### src/rtl/priority_arb_pkg.sv
// Shared types and helpers for the 8-way MSB-first priority / round-robin arbiter.
package priority_arb_pkg;
  localparam int NREQ = 8;
  localparam int IDW  = 3;

  typedef enum logic {ST_IDLE, ST_GRANT} state_e;

  // Bits start..0 form the first search segment; the wrap segment is searched only when it is empty.
  function automatic logic [NREQ-1:0] rotate_mask(input logic [IDW-1:0] start);
    logic [NREQ-1:0] m;
    for (int i = 0; i < NREQ; i++) m[i] = (i <= int'(start));
    return m;
  endfunction
endpackage

### src/rtl/priority_pick.sv
// Combinational picker: first set bit of req, searching downward and cyclically from start.
module priority_pick
  import priority_arb_pkg::*;
(
  input  logic [NREQ-1:0] req,
  input  logic [IDW-1:0]  start,
  output logic            found,
  output logic [IDW-1:0]  idx
);
  logic [NREQ-1:0] hi;
  logic [NREQ-1:0] cand;

  always_comb begin
    hi    = req & rotate_mask(start);
    cand  = (|hi) ? hi : req;
    found = |req;
    idx   = '0;
    // ascending scan, so the highest set candidate bit wins
    for (int i = 0; i < NREQ; i++) if (cand[i]) idx = IDW'(i);
  end
endmodule

### src/rtl/priority_arbiter8.sv
// 8-way arbiter with fixed / round-robin policy, grant hold until release, and hold timeout.
module priority_arbiter8
  import priority_arb_pkg::*;
#(
  parameter int MAX_HOLD = 16
) (
  input  logic            clk,
  input  logic            rst_n,
  input  logic            en,
  input  logic            mode,
  input  logic [NREQ-1:0] req,
  output logic [NREQ-1:0] gnt,
  output logic            gnt_vld,
  output logic [IDW-1:0]  gnt_id,
  output logic            expire
);
  localparam logic [7:0] HOLD_LAST = 8'(MAX_HOLD - 1);

  state_e          state_q, state_d;
  logic [NREQ-1:0] gnt_q, gnt_d;
  logic            vld_q, vld_d;
  logic [IDW-1:0]  gid_q, gid_d;
  logic [IDW-1:0]  last_q, last_d;
  logic [7:0]      cnt_q, cnt_d;
  logic            exp_q, exp_d;

  logic [IDW-1:0]  start;
  logic            found;
  logic [IDW-1:0]  pick;

  // round-robin begins just below the previous winner so it is searched last
  assign start = mode ? (last_q - 3'd1) : 3'd7;

  priority_pick u_pick (
    .req   (req),
    .start (start),
    .found (found),
    .idx   (pick)
  );

  always_comb begin
    state_d = state_q;
    gnt_d   = gnt_q;
    vld_d   = vld_q;
    gid_d   = gid_q;
    last_d  = last_q;
    cnt_d   = cnt_q;
    exp_d   = 1'b0;
    case (state_q)
      ST_IDLE: begin
        if (en && found) begin
          state_d = ST_GRANT;
          gnt_d   = NREQ'(1) << pick;
          vld_d   = 1'b1;
          gid_d   = pick;
          last_d  = pick;
          cnt_d   = '0;
        end
      end
      ST_GRANT: begin
        if (!req[gid_q] || !en) begin
          state_d = ST_IDLE;
          gnt_d   = '0;
          vld_d   = 1'b0;
          gid_d   = '0;
        end else if (cnt_q >= HOLD_LAST) begin
          state_d = ST_IDLE;
          gnt_d   = '0;
          vld_d   = 1'b0;
          gid_d   = '0;
          exp_d   = 1'b1;
        end else begin
          cnt_d = cnt_q + 8'd1;
        end
      end
      default: state_d = ST_IDLE;
    endcase
  end

  always_ff @(posedge clk or negedge rst_n) begin
    if (!rst_n) begin
      state_q <= ST_IDLE;
      gnt_q   <= '0;
      vld_q   <= 1'b0;
      gid_q   <= '0;
      last_q  <= '0;
      cnt_q   <= '0;
      exp_q   <= 1'b0;
    end else begin
      state_q <= state_d;
      gnt_q   <= gnt_d;
      vld_q   <= vld_d;
      gid_q   <= gid_d;
      last_q  <= last_d;
      cnt_q   <= cnt_d;
      exp_q   <= exp_d;
    end
  end

  assign gnt     = gnt_q;
  assign gnt_vld = vld_q;
  assign gnt_id  = gid_q;
  assign expire  = exp_q;
endmodule

### config.mk
export PLATFORM = sky130hd
export DESIGN_NAME = priority_arbiter8
export DESIGN_NICKNAME = d
export VERILOG_FILES = /design/src/rtl/priority_arb_pkg.sv /design/src/rtl/priority_pick.sv /design/src/rtl/priority_arbiter8.sv
export SDC_FILE = /design/constraint.sdc
export NUM_CORES = 1
export LEC_CHECK = 0
export ABC_AREA = 1
export BUFFER_PORTS_ARGS = -buffer_cell sky130_fd_sc_hd__buf_2
export CORE_AREA = 2 2 67 69
export DETAILED_ROUTE_END_ITERATION = 6
export DIE_AREA = 0 0 69 71
export HOLD_SLACK_MARGIN = 0.1
export PLACE_DENSITY = 0.53
export SYNTH_ARGS = -nofsm -noshare
export SYNTH_HDL_FRONTEND = slang
export SYNTH_SLANG_ARGS = --single-unit
### constraint.sdc
create_clock -name clk -period 5.17 [get_ports clk]
set_input_delay 0.517 -clock clk [delete_from_list [all_inputs] [get_ports clk]]
set_output_delay 0.517 -clock clk [all_outputs]
set_load 0.02 [all_outputs]
; ---- Word level (Yosys, flattened, before mapping)
; Cells that the tools add are included.
[classes]
add_sub_neg = 2
order_cmp = 9
eq_ne = 4
shift = 1
mux = 34
bitwise_logic = 2
n_reduce_logical = 9
[op_table]
columns = op, count
row1 = 8-bit 2-to-1 mux, 7
row2 = 8-bit case mux with 2 select lines, 2
row3 = 3-bit 2-to-1 mux, 8
row4 = 8-bit OR reduction, 2
row5 = "3-bit <= comparator, first input constant", 4
row6 = 1-bit 2-to-1 mux, 11
row7 = "8-bit by 1-bit adder with 8-bit output, second input constant", 1
row8 = 8-bit bitwise AND, 1
row9 = "8-bit by 4-bit >= comparator with 1-bit output, second input constant", 1
row10 = "1-bit by 3-bit left shift with 8-bit output, first input constant", 1
row11 = "2-bit by 3-bit <= comparator with 1-bit output, first input constant", 2
row12 = "2-bit inequality test, second input constant", 3
row13 = 3-bit case mux with 2 select lines, 1
row14 = "3-bit by 4-bit < comparator with 1-bit output, second input constant", 1
row15 = 2-bit 2-to-1 mux, 2
row16 = 1-bit case mux with 2 select lines, 2
row17 = 2-bit AND reduction, 2
row18 = 1-bit binary-select mux with 3-bit select, 1
row19 = "1-bit by 3-bit <= comparator with 1-bit output, first input constant", 1
row20 = "3-bit by 1-bit inequality test with 1-bit output, second input constant", 1
row21 = 3-bit AND reduction, 1
row22 = "3-bit by 1-bit subtractor with 3-bit output, second input constant", 1
row23 = 1-bit zero test, 2
row24 = 1-bit logical AND, 1
row25 = 2 further kinds, 2
[word_totals]
register_bits = 25
in_bits = 12
wordCells = 68

; ---- Depth between registers and ports, before layout
; Gate-level depths: netlist of the first run.
[depth]
word_depth = 16
depth_mapped = 19
depth_no_buf = 19

; ---- Hierarchy
; Synthesis of the first run repeated with hierarchy kept, for this count alone.
[unflattened]
cells_unflattened = 212
area_unflattened_um2 = 1487.7
[by_module_without_submodules]
columns = module, n_inst, cells_per_inst, area_per_inst_um2
row1 = priority_arbiter8, 1, 158, 1234.9
row2 = priority_pick, 1, 54, 252.7

; ---- Worst setup path after synthesis of the first run
; No wires, ideal clock.
[synth_timing]
path_type = register -> register
startpoint = register last_q[0]
endpoint = register last_q[0]
arrival_time_ns = 1.862
required_time_ns = 5.043
path_slack_ns = 3.180
stages_incl_launch_ff = 18
path_buffers = 0
cell_sequence = dfrtp_1 -> inv_1 -> ha_1 -> inv_1 -> nand2_2 -> nand3_2 -> nand2_1 -> nand2_1 -> nor2_4 -> nand2_4 -> o21ai_1 -> nand2_1 -> nand2_1 -> nand2_2 -> nand2_4 -> nand2_4 -> nand2_2 -> o21ai_2
[synth_via]
elab_chain_cells = 13
elab_cells_between_ends = 19
[synth_rtl]
columns = item, line
row1 = from (decl), priority_arbiter8.sv:23  ; logic [IDW-1:0] last_q, last_d;
row2 = from (signal assigned), priority_arbiter8.sv:94  ; last_q <= last_d;
row3 = 3-bit by 1-bit subtractor with 3-bit output (*), priority_arbiter8.sv:32  ; assign start = mode ? (last_q - 3'd1) : 3'd7;
row4 = 3-bit 2-to-1 mux (*), priority_arbiter8.sv:32
row5 = "1-bit by 3-bit <= comparator with 1-bit output, or another cell as far along", priority_arb_pkg.sv:11  ; for (int i = 0; i < NREQ; i++) m[i] = (i <= int'(start));
row6 = 8-bit bitwise AND (*), priority_pick.sv:14  ; hi = req & rotate_mask(start);
row7 = 8-bit OR reduction, priority_pick.sv:15  ; cand = (|hi) ? hi : req;
row8 = 8-bit 2-to-1 mux (*), priority_pick.sv:15
row9 = 1-bit 2-to-1 mux, priority_pick.sv:19  ; for (int i = 0; i < NREQ; i++) if (cand[i]) idx = IDW'(i);
row10 = 2-bit 2-to-1 mux (2 in series), priority_pick.sv:19
row11 = 3-bit 2-to-1 mux (3 in series), priority_pick.sv:19
row12 = 3-bit 2-to-1 mux (*), priority_pick.sv:19
; Mark *: on every way between the ends. The rest lies on a longest branch, timed or not.
; A chain may end at the register's enable or synchronous reset.

; ---- Worst setup path after layout of the first run
[layout_timing]
startpoint = register last_q[0]
endpoint = register gnt_q[2] (netlist: gnt[2])
[layout_via]
elab_chain_cells = 16
elab_cells_between_ends = 22
[layout_rtl]
columns = item, line
row1 = 3-bit by 1-bit subtractor with 3-bit output (*), priority_arbiter8.sv:32
row2 = 3-bit 2-to-1 mux (*), priority_arbiter8.sv:32
row3 = "1-bit by 3-bit <= comparator with 1-bit output, or another cell as far along", priority_arb_pkg.sv:11
row4 = 8-bit bitwise AND (*), priority_pick.sv:14
row5 = 8-bit OR reduction, priority_pick.sv:15
row6 = 8-bit 2-to-1 mux (*), priority_pick.sv:15
row7 = 1-bit 2-to-1 mux, priority_pick.sv:19
row8 = 2-bit 2-to-1 mux (2 in series), priority_pick.sv:19
row9 = 3-bit 2-to-1 mux (3 in series), priority_pick.sv:19
row10 = 3-bit 2-to-1 mux (*), priority_pick.sv:19
row11 = 1-bit by 3-bit left shift with 8-bit output (*), priority_arbiter8.sv:53  ; gnt_d = NREQ'(1) << pick;
row12 = 8-bit 2-to-1 mux (*), priority_arbiter8.sv:51  ; if (en && found) begin
row13 = 8-bit case mux with 2 select lines (*), priority_arbiter8.sv:49  ; case (state_q)
row14 = to (signal assigned), priority_arbiter8.sv:91  ; gnt_q <= gnt_d;
row15 = to (decl), priority_arbiter8.sv:20  ; logic [NREQ-1:0] gnt_q, gnt_d;
; Mark *: on every way between the ends. The rest lies on a longest branch, timed or not. The select of a mux whose other input is x is not followed.

==> flow_metrics.py, run 1 <==
metrics = {
    "outcome": {
        "outcome": "complete, no violations",
    },
    "placement": {
        "gp_congestion": 0.8245,
        "io_buffer_count": 24,
        "dp_hpwl_mm": 2.477,
    },
    "sta": {
        "maxSlewViolCount": 0,
        "slew_headroom_pct": 25.77,
        "skew_ns": 0.007281,
        "finalCritPeriodShare_pct": 44.42,
        "min_period_ns": 2.297,
        "hold_viol_final": 0,
        "rsz0062_at_grt": "no",
        "worstMarginPinSlew_ns": 1.102,
        "max_freq_mhz": 435.4,
        "tns_ns": 0,
        "finalHoldWorstSlack_ns": 0.2242,
        "finalSetupViolCount": 0,
    },
    "worst_setup_path": {
        "path_max_fanout": 5,
        "crit_buf_inv": 1,
        "critical_path_required_ns": 5.38,
        "critPathTopFamily": "simple AND/OR/NAND/NOR gates",
        "path_cells": "inv_1 > ha_1 > nand2_2 > nand2_1 > nor2_1 > nand2_1 > nand2_1 > nor2_4 > nand3_1 > nand2_1 > nor2_2 > nand2_1 > nor2_1 > nand4_1 > nand2_1",
        "crit_top_cell": "nand2_1",
        "cpMaxStageDelayCell": "dfrtp_1",
        "cp.arrival_ns": 2.51,
        "critPathKind": "reg2reg",
        "start_kind": "register",
        "worst_setup_path_end_kind": "register",
        "slowest_delay_ns": 0.38,
    },
    "route": {
        "drt-wirelength-per-cell_um": 11.86,
        "antenna_left": 0,
        "firstDrtPassIters": 4,
        "vias_per_cell": 4.572,
        "vias": 1207,
        "drc": 0,
        "wl_mm": 3.130,
        "dr.first_iter.drc_count": 69,
    },
    "global_routing": {
        "grt_pass1_vias": 1192,
        "grt_pass1_wl_mm": 5.582,
        "overflow": 0,
        "antenna_found_initial": 0,
        "grt_max_degree": 26,
        "grt_use_total_pct": 14.06,
    },
    "clock_tree": {
        "post_cts_resized": 0,
        "clockBufferDepth": 2,
        "numCtsBuffers": 3,
        "clock_latency_ns": 0.27,
        "clkSinkCount": 25,
        "cts.clk_slew.worst_paths_ns": 0.09,
        "cts_tree": "built",
        "root_buffer": "clkbuf_8",
        "postCtsSetupBuffers": 0,
        "postCtsHoldBufs": 0,
        "htreeDepth": 1,
    },
    "floorplan": {
        "fp.dieW_um": 69,
        "rows": 24,
        "boundaryPins": 25,
        "core_area_um2": 4204,
        "die_y_um": 71,
        "die_area_um2": 4899,
        "start_util_pct": 33.84,
    },
    "synth": {
        "synth.top_cell.area_share_pct": 43.98,
        "synth_top_family_by_area": "simple AND/OR/NAND/NOR gates",
        "synth-simple-area-share_pct": 32.37,
        "syn_avg_cell_area_um2": 7.648,
        "ys_seq_elements": 25,
        "synth_fa_ha_area_share_pct": 1.759,
        "synth_fp_nets": 200,
        "yosys.area.top_type": "dfrtp_1",
        "synth_area_um2": 1423,
        "synthMuxAreaShare_pct": 0,
        "synth_compound_area_share_pct": 12.49,
        "yosysWarnings": 0,
        "synth-seq-area-share_pct": 43.98,
        "synth.distinct_cells": 23,
        "synth_xor_area_share_pct": 0,
        "synthCells": 186,
        "synthTopCellsByArea": "dfrtp_1 (44%), nand2_1 (12%), inv_1 (7.9%), nand3_1 (4.6%), o21ai_0 (4.2%)",
    },
    "power_and_ir_drop": {
        "p_comb_share_pct": 51.2,
        "sw_frac_of_total_pct": 47.38,
        "p_clk_share_pct": 14.1,
        "p_leak_nw": 0.8929,
        "pwr-share-seq_pct": 34.7,
        "power_density_nw_per_um2": 504.7,
        "p_int_mw": 0.4373,
        "vdd_drop_max_mv": 0.1698,
        "p_sw_mw": 0.3937,
    },
    "final_layout": {
        "antenna_cells": 0,
        "nets": 227,
        "multiInputGateArea_um2": 663.1,
        "drive_above_1_share_pct": 25.47,
        "seq_area_um2": 625.6,
        "syn2layout_area_growth_pct": 15.74,
        "fill_cells": 452,
    },
    "job": {
        "cap_violations": 0,
    },
    "worst_hold_path": {
        "hold_path.class": "in2async",
    },
}
[cells in the final DEF, fill, tap and decap left out]
cell	count
a21oi_1	7
a21oi_2	1
buf_2	24
clkbuf_8	3
clkinvlp_4	1
dfrtp_1	25
ha_1	2
inv_1	30
inv_2	3
nand2_1	47
nand2_2	7
nand2_4	3
nand3_1	13
nand3_2	2
nand4_1	5
nor2_1	10
nor2_2	3
nor2_4	2
nor3_1	1
nor4_1	1
o21ai_0	12
o21ai_1	3
o21ai_2	5
o21bai_1	1
o31ai_1	1
[power groups by stage]
stage | registers (mW) | logic (mW) | clock network, mW
5_1_grt | 0.297 | 0.486 | 0.133
6_report | 0.288 | 0.426 | 0.117
3_3_place_gp | 0.293 | 0.429 | 0
3_5_place_dp | 0.292 | 0.430 | 0
2_1_floorplan | 0.324 | 0.289 | 0
4_1_cts | 0.288 | 0.432 | 0.123
[worst reg2reg max path: stages (launching register included)]
cell     delay, ns
dfrtp_1       0.38
inv_1         0.13
ha_1          0.27
nand2_2       0.10
nand2_1       0.08
nor2_1        0.09
nand2_1       0.07
nand2_1       0.10
nor2_4        0.06
nand3_1       0.07
nand2_1       0.08
nor2_2        0.19
nand2_1       0.07
nor2_1        0.31
nand4_1       0.15
nand2_1       0.08
[metal layers]
metal  routed length [µm]  global-route usage (%)  vias up
met5                    0                       0        -
met4                   14                   3.922        0
met3                  150                   2.564        2
met2                 1435                   22.86       30
met1                 1529                   19.35      534
li1                     -                       -      641
[worst paths after layout]
kind / from / end / slack (ns) / cells after the start
setup / recovery: last_q[0] / gnt[2] / 2.87 / 15
hold / removal: rst_n / gnt[4] / 0.22 / 1
setup reg to reg: last_q[0] / gnt[2] / 2.87 / 15
hold reg to reg: gnt[1] / gnt[1] / 0.48 / 2
max in group asynchronous: rst_n / expire / 4.57 / 1
min in group clk: gnt[1] / gnt[1] / 0.48 / 2
[final cells by class]
type / count / share of cell area [%]
multi-input cells: 126 / 40.27
flip-flops and latches: 25 / 37.99
inverters: 33 / 7.523
repair buffers: 24 / 7.295
well taps: 52 / 3.951
clock buffers: 3 / 2.508
clock inverters: 1 / 0.4559
[state kept, by name, summed over array words and instances (netlist names)]
name     count
gnt          8
gnt_vld      1
state_q      1
gnt_id       3
expire       1
last_q       3
cnt_q        8
[Yosys cell counts (all sizes together)]
cell type / n
a21oi: 8
buf: 2
dfrtp: 25
ha: 2
inv: 33
nand2: 57
nand3: 15
nand4: 5
nor2: 15
nor3: 1
nor4: 1
o21ai: 20
o21bai: 1
o31ai: 1
[per-stage QoR]
step / instances / power, mW / setup WS, ns / util [%] / instance area, µm²
after CTS: 264 / 0.8433 / 2.838 / 39.17 / 1647
after global placement: 260 / 0.7213 / 2.776 / 38.01 / 1598
after global routing: 264 / 0.9154 / 2.625 / 39.17 / 1647
after floorplan: 186 / 0.6131 / 3.180 / - / 1423
final: 264 / 0.8310 / 2.873 / 39.17 / 1647
after detailed placement: 260 / 0.7221 / 2.736 / 38.01 / 1598
[cells by family after synthesis]
kind of cell             count (synthesis)
AND/OR/NAND/NOR                         94
buffers and inverters                   35
AO/OA/AOI/OAI                           30
flip-flops                              25
adder cells (fa/ha/maj)                  2
(Power assumes the default switching activity.)
==> inputs of run 2 (changes only) <==
PLACE_DENSITY = 0.55   (was 0.53)
clock period = 2 ns   (was 5.17 ns; I/O delays follow)
==> run 2 against run 1 <==
The run now ends with negative setup slack left. Final cell count up 9.5%. Cell area up 18%. Global-route usage up 1.1 points. Largest power group unchanged.
==> flow_metrics.py, run 2 (same netlist as run 1, synthesis figures left out) <==
metrics = {
    "placement": {
        "dp_hpwl_mm": 2.619,
        "placed_area_um2": 1718,
        "gp_congestion": 0.8615,
        "dp_cells": 276,
        "io_buffer_count": 24,
    },
    "power_and_ir_drop": {
        "total_power_mw": 2.632,
        "power_density_nw_per_um2": 1354,
        "p_leak_nw": 1.028,
        "vdd_drop_max_mv": 0.5273,
    },
    "route": {
        "firstDrtPassIters": 4,
        "antenna_left": 0,
        "vias": 1357,
        "vias_per_cell": 4.696,
        "drt-wirelength-per-cell_um": 12.57,
        "wl_mm": 3.634,
        "dr.first_iter.drc_count": 104,
        "drc": 0,
    },
    "sta": {
        "rsz0062_at_grt": "yes",
        "skew_ns": 0.004565,
        "finalCritPeriodShare_pct": 107.5,
        "min_period_ns": 2.151,
        "max_freq_mhz": 464.9,
        "worst_slack_ns": -0.1508,
        "finalHoldWorstSlack_ns": 0.1894,
        "finalSetupViolCount": 14,
        "maxSlewViolCount": 0,
        "slew_headroom_pct": 62.95,
        "worstMarginPinSlew_ns": 0.5558,
        "hold_viol_final": 0,
    },
    "clock_tree": {
        "clock_latency_ns": 0.27,
        "root_buffer": "clkbuf_8",
        "clkSinkCount": 25,
        "cts.clk_slew.worst_paths_ns": 0.09,
        "htreeDepth": 1,
        "numCtsBuffers": 3,
        "cts_tree": "built",
        "clockBufferDepth": 2,
    },
    "final_layout": {
        "syn2layout_area_growth_pct": 36.68,
        "drive_above_1_share_pct": 41.77,
        "fin_area_um2": 1944,
        "fin_cells": 289,
        "nets": 252,
        "utilization_pct": 46.25,
        "mostFrequentLayoutCells": "nand2_1 (38), inv_1 (27), dfrtp_1 (25)",
        "antenna_cells": 0,
        "final_common_cell": "nand2_1",
    },
    "global_routing": {
        "grt_use_total_pct": 15.14,
        "grt_pass1_wl_mm": 5.927,
        "overflow": 0,
        "grt_max_degree": 26,
        "antenna_found_initial": 0,
        "grt_pass1_vias": 1283,
    },
    "worst_setup_path": {
        "critPathKind": "reg2reg",
        "start_kind": "register",
        "critical_path_required_ns": 2.22,
        "path_max_fanout": 4,
        "worst_setup_path_end_kind": "register",
        "cp.arrival_ns": 2.37,
    },
    "floorplan": {
        "rows": 24,
        "die_area_um2": 4899,
        "core_area_um2": 4204,
        "fp.dieW_um": 69,
        "die_y_um": 71,
        "boundaryPins": 25,
        "start_util_pct": 33.84,
    },
    "outcome": {
        "violations": "negative setup slack",
        "outcome": "finished, violations left",
    },
    "worst_hold_path": {
        "hold_path.class": "in2reg",
    },
    "job": {
        "cap_violations": 0,
    },
}
run 2: cell count changes in the layout (fill, tap and decap cells not counted), moves of 2 or more:
| cell | delta |
|---|---|
| buf_4 | +23 |
| nand2_2 | +7 |
| nand2_4 | +2 |
| nand3_2 | +4 |
| nand3_1 | -4 |
| nor2_4 | +2 |
| inv_1 | -3 |
| inv_2 | +2 |
| nand2_1 | -9 |
run 2: metal layers:
layer / vias to the layer above / GRT usage, % / wire, µm
met3: 5 / 2.137 / 125
met4: 0 / 6.318 / 47
met5: - / 0 / 0
met2: 33 / 23.72 / 1690
li1: 693 / - / -
met1: 626 / 21.10 / 1770
run 2: worst max-delay path: stages, from the launching register on:
cell and delay (ns):
dfrtp_1 0.36, inv_2 0.06, ha_4 0.28, nand2_4 0.06
nor2_4 0.10, nand3_2 0.07, nand2_2 0.09, nand2_2 0.07
nor2_4 0.15, buf_4 0.13, nand3_1 0.08, nand2_2 0.10
buf_4 0.12, clkinvlp_4 0.13, nand2_4 0.14, nand3_2 0.07
nand2_1 0.07
run 2: area by class of cell:
class,instances,area [µm²]
sequential,25,625.6
inverter,33,127.6
clock buffer,3,41.29
multi-input combinational,126,763.2
timing repair buffer,49,314.1
fill,433,2260
clock inverter,1,7.507
tap,52,65.06
run 2: what timing repair did:
item                                    4_1_cts  5_1_grt
pin swaps                                     9       14
resized for setup                            16       13
hold buffers                                  1        0
buffers inserted                              3        5
endpoints found under the setup margin       14       19
endpoints found under the hold margin        25        0
run 2: power by group:
part	internal, mW	switching, mW
sequential	0.645	0.102
combinational	0.645	0.933
clock	0.141	0.166
run 2: path summary, 6_finish.rpt:
path,startpoint,end,slack [ns],cells after the start
worst min-delay path,en,expire,0.19,3
min in group asynchronous,rst_n,gnt[4],0.45,2
worst max register to register,last_q[0],gnt[3],-0.15,16
max in group asynchronous,rst_n,last_q[2],1.18,2
worst max-delay path,last_q[0],gnt[3],-0.15,16
worst min register to register,gnt[4],gnt[4],0.48,2
run 2: per-stage QoR:
| stage | setup WS, ns | TNS [ns] |
|---|---|---|
| 3_3_place_gp | -0.2051 | -1.670 |
| 4_1_cts | -0.1201 | -0.8444 |
| 3_5_place_dp | -0.1912 | -1.495 |
| 5_1_grt | -0.2987 | -3.579 |
| 2_1_floorplan | 0.01036 | 0 |
| 6_report | -0.1508 | -1.500 |
==> inputs of run 3 (changes only) <==
CORE_AREA = 2 2 61 63   (was 2 2 67 69)
DIE_AREA = 0 0 63 65   (was 0 0 69 71)
PLACE_DENSITY = 0.67   (was 0.55)
SYNTH_HIERARCHICAL = 1   (was not set)
==> run 3 against run 2 <==
The run still ends with negative setup slack left. Synthesized cell count up 14%. Count of clock-buffer cells in the layout up 1. Clock skew shrank 0.0017 ns. Final cell count grew 6.2%. Register-to-register slack lost 0.18 ns.
==> flow_metrics.py, run 3 <==
metrics = {
    "outcome": {
        "outcome": "finished, violations left",
        "violations": "negative setup slack",
    },
    "worst_setup_path": {
        "cpMaxStageDelayCell": "dfrtp_1",
        "critPathKind": "reg2reg",
        "r2r_end": "gnt[0]",
        "slowest_delay_ns": 0.37,
        "path_cells": "inv_1 > ha_2 > xnor2_2 > nand2_2 > buf_4 > nand2_1 > nor2_1 > nor2_2 > nand2_4 > inv_2 > o21ai_2 > and2_4 > nand2_1 > inv_2 > nand2_1 > nor2_1 > nand3_1 > nand2_1",
        "crit_top_cell": "nand2_1",
        "r2r_slack_ns": -0.34,
        "reg2reg_depth": 18,
        "start_kind": "register",
        "cp.arrival_ns": 2.60,
        "critical_path_required_ns": 2.27,
        "worst_setup_path_end_kind": "register",
        "reg2reg_from": "last_q[0]",
        "path_max_fanout": 8,
    },
    "sta": {
        "max_freq_mhz": 428.2,
        "maxSlewViolCount": 0,
        "worstMarginPinSlew_ns": 0.5382,
        "rsz0062_at_grt": "yes",
        "slew_headroom_pct": 64.12,
        "finalSetupViolCount": 14,
        "finalCritPeriodShare_pct": 116.8,
        "hold_viol_final": 0,
        "min_period_ns": 2.336,
        "skew_ns": 0.002877,
        "worst_slack_ns": -0.3355,
    },
    "final_layout": {
        "fill_cells": 354,
        "antenna_cells": 0,
        "seq_area_um2": 625.6,
        "fin_cells": 307,
        "syn2layout_area_growth_pct": 27.84,
        "multiInputGateArea_um2": 812.0,
        "nets": 274,
        "fin_area_um2": 1902,
        "mostFrequentLayoutCells": "nand2_1 (77), dfrtp_1 (25), buf_2 (24)",
        "utilization_pct": 54.40,
        "final_common_cell": "nand2_1",
        "drive_above_1_share_pct": 33.20,
    },
    "global_routing": {
        "overflow": 0,
        "grt_max_degree": 26,
        "grt_use_total_pct": 18.17,
        "antenna_found_initial": 0,
        "grt_pass1_wl_mm": 5.913,
        "grt_pass1_vias": 1333,
    },
    "clock_tree": {
        "clockBufferDepth": 2,
        "cts_tree": "built",
        "root_buffer": "clkbuf_4",
        "clock_latency_ns": 0.31,
        "htreeDepth": 1,
        "clkSinkCount": 25,
        "numCtsBuffers": 3,
        "cts.clk_slew.worst_paths_ns": 0.13,
    },
    "placement": {
        "placed_area_um2": 1740,
        "io_buffer_count": 24,
        "dp_cells": 291,
        "dp_hpwl_mm": 2.359,
        "dp_slack_ns": -0.3328,
        "gp_congestion": 0.8669,
    },
    "floorplan": {
        "start_util_pct": 42.56,
        "fp.dieW_um": 63,
        "rows": 22,
        "core_area_um2": 3496,
        "boundaryPins": 25,
        "die_y_um": 65,
        "die_area_um2": 4095,
    },
    "route": {
        "drc": 0,
        "dr.first_iter.drc_count": 62,
        "drt-wirelength-per-cell_um": 11.13,
        "wl_mm": 3.416,
        "vias": 1466,
        "firstDrtPassIters": 4,
        "vias_per_cell": 4.775,
        "antenna_left": 0,
    },
    "synth": {
        "synth_xor_area_share_pct": 0.5887,
        "synthTopCellsByArea": "dfrtp_1 (42%), nand2_1 (22%), nand3_1 (7.4%), inv_1 (6.1%), nor2_1 (4.5%)",
        "synth_area_um2": 1488,
        "synthMuxAreaShare_pct": 0,
        "synth_top_family_by_area": "simple AND/OR/NAND/NOR gates",
        "synth_fa_ha_area_share_pct": 1.682,
        "synth_ff_type": "dfrtp_1",
        "ys_seq_elements": 25,
        "yosys.area.top_type": "dfrtp_1",
        "yosys-top-cells-count": "nand2_1 (86), dfrtp_1 (25), inv_1 (24), nand3_1 (22), nor2_1 (18)",
        "synthCells": 212,
        "synth_compound_area_share_pct": 3.869,
        "synthArstFlopShare_pct": 100.0,
        "synth-simple-area-share_pct": 43.73,
        "yosysWarnings": 6,
        "synth_fp_nets": 226,
        "synth.top_cell.area_share_pct": 42.05,
        "synth_edf_count": 0,
        "synth-seq-area-share_pct": 42.05,
        "synth.distinct_cells": 22,
        "syn_avg_cell_area_um2": 7.017,
        "yosysMostFrequentCell": "nand2_1",
    },
    "power_and_ir_drop": {
        "power_density_nw_per_um2": 1312,
        "sw_frac_of_total_pct": 46.27,
        "p_sw_mw": 1.155,
        "vdd_drop_max_mv": 0.6342,
        "p_clk_share_pct": 8.9,
        "p_int_mw": 1.341,
        "p_comb_share_pct": 60.2,
        "p_leak_nw": 1.096,
        "pwr-share-seq_pct": 30.9,
        "total_power_mw": 2.495,
    },
    "worst_hold_path": {
        "hold_start": "en",
        "hold_path.class": "in2reg",
        "min_path_cells": 5,
        "min_to": "expire",
    },
    "job": {
        "cap_violations": 0,
    },
}
==> run 3: cell types whose count changed in the layout (fill, tap and decap cells not counted), sizes merged, moves of 6 or more <==
cell / previous run / this run
nor2: 15 / 22
nand3: 15 / 22
inv: 32 / 26
o21ai: 20 / 6
nand2: 57 / 95
==> run 3: area by class of cell <==
type / instances / area share [%]
inverter: 26 / 5.132
multi-input combinational: 159 / 42.70
sequential: 25 / 32.89
clock buffer: 4 / 1.382
timing repair buffer: 45 / 14.74
tap: 48 / 3.158
==> run 3: repair_timing <==
item	CTS	global route
buffers inserted	9	2
hold buffers	1	0
pin swaps	15	3
resized for setup	9	6
endpoints found under the setup margin	14	14
gates cloned	0	0
endpoints found under the hold margin	25	0
==> run 3: worst max path at each step <==
stage | start | to | slack [ns] | depth (start not counted)
2_1_floorplan | last_q[0] | gnt[4] | -0.13 | 20
3_3_place_gp | last_q[1] | gnt[5] | -0.29 | 20
3_5_place_dp | last_q[1] | gnt[5] | -0.33 | 20
4_1_cts | last_q[0] | gnt[4] | -0.30 | 23
5_1_grt | last_q[0] | gnt[0] | -0.57 | 21
6_report | last_q[0] | gnt[0] | -0.34 | 18
==> run 3: cells by family (layout without fill, tap and decap cells) <==
logic type,after synthesis,after routing
AO/OA/AOI/OAI,11,11
XOR/XNOR,1,1
AND/OR/NAND/NOR,145,145
adder cells (fa/ha/maj),2,2
buffers and inverters,28,75
flip-flops,25,25
==> run 3: worst max-delay path: cells and delay by family, from the launching register on <==
kind | cells | cell delay [ns]
flip-flops | 1 | 0.37
AND/OR/NAND/NOR | 11 | 1.15
XOR/XNOR | 1 | 0.13
AO/OA/AOI/OAI | 1 | 0.14
adder cells (fa/ha/maj) | 1 | 0.17
buffers and inverters | 4 | 0.33
==> run 3: through the flow <==
stage	setup TNS (ns)	hold slack (ns)
2_1_floorplan	-0.9053	-0.09559
3_3_place_gp	-3.095	0.2212
3_5_place_dp	-3.715	0.2190
4_1_cts	-3.523	0.2669
5_1_grt	-7.120	0.2879
6_report	-4.158	0.2741
==> run 3: power by group through the flow <==
stage          clock network (mW)  logic [mW]  registers (mW)
2_1_floorplan                   0       0.836           0.866
3_3_place_gp                    0        1.29           0.776
3_5_place_dp                    0        1.30           0.776
4_1_cts                     0.235        1.43           0.773
5_1_grt                     0.259        1.67           0.796
6_report                    0.223        1.50           0.771
==> run 3: routing by layer <==
metal	GRT usage (%)	vias up	part of all wire (%)
li1	-	756	-
met1	23.03	674	46
met2	30.59	30	50
met3	2.083	6	2.8
met4	9.444	0	1.4
met5	0	-	0
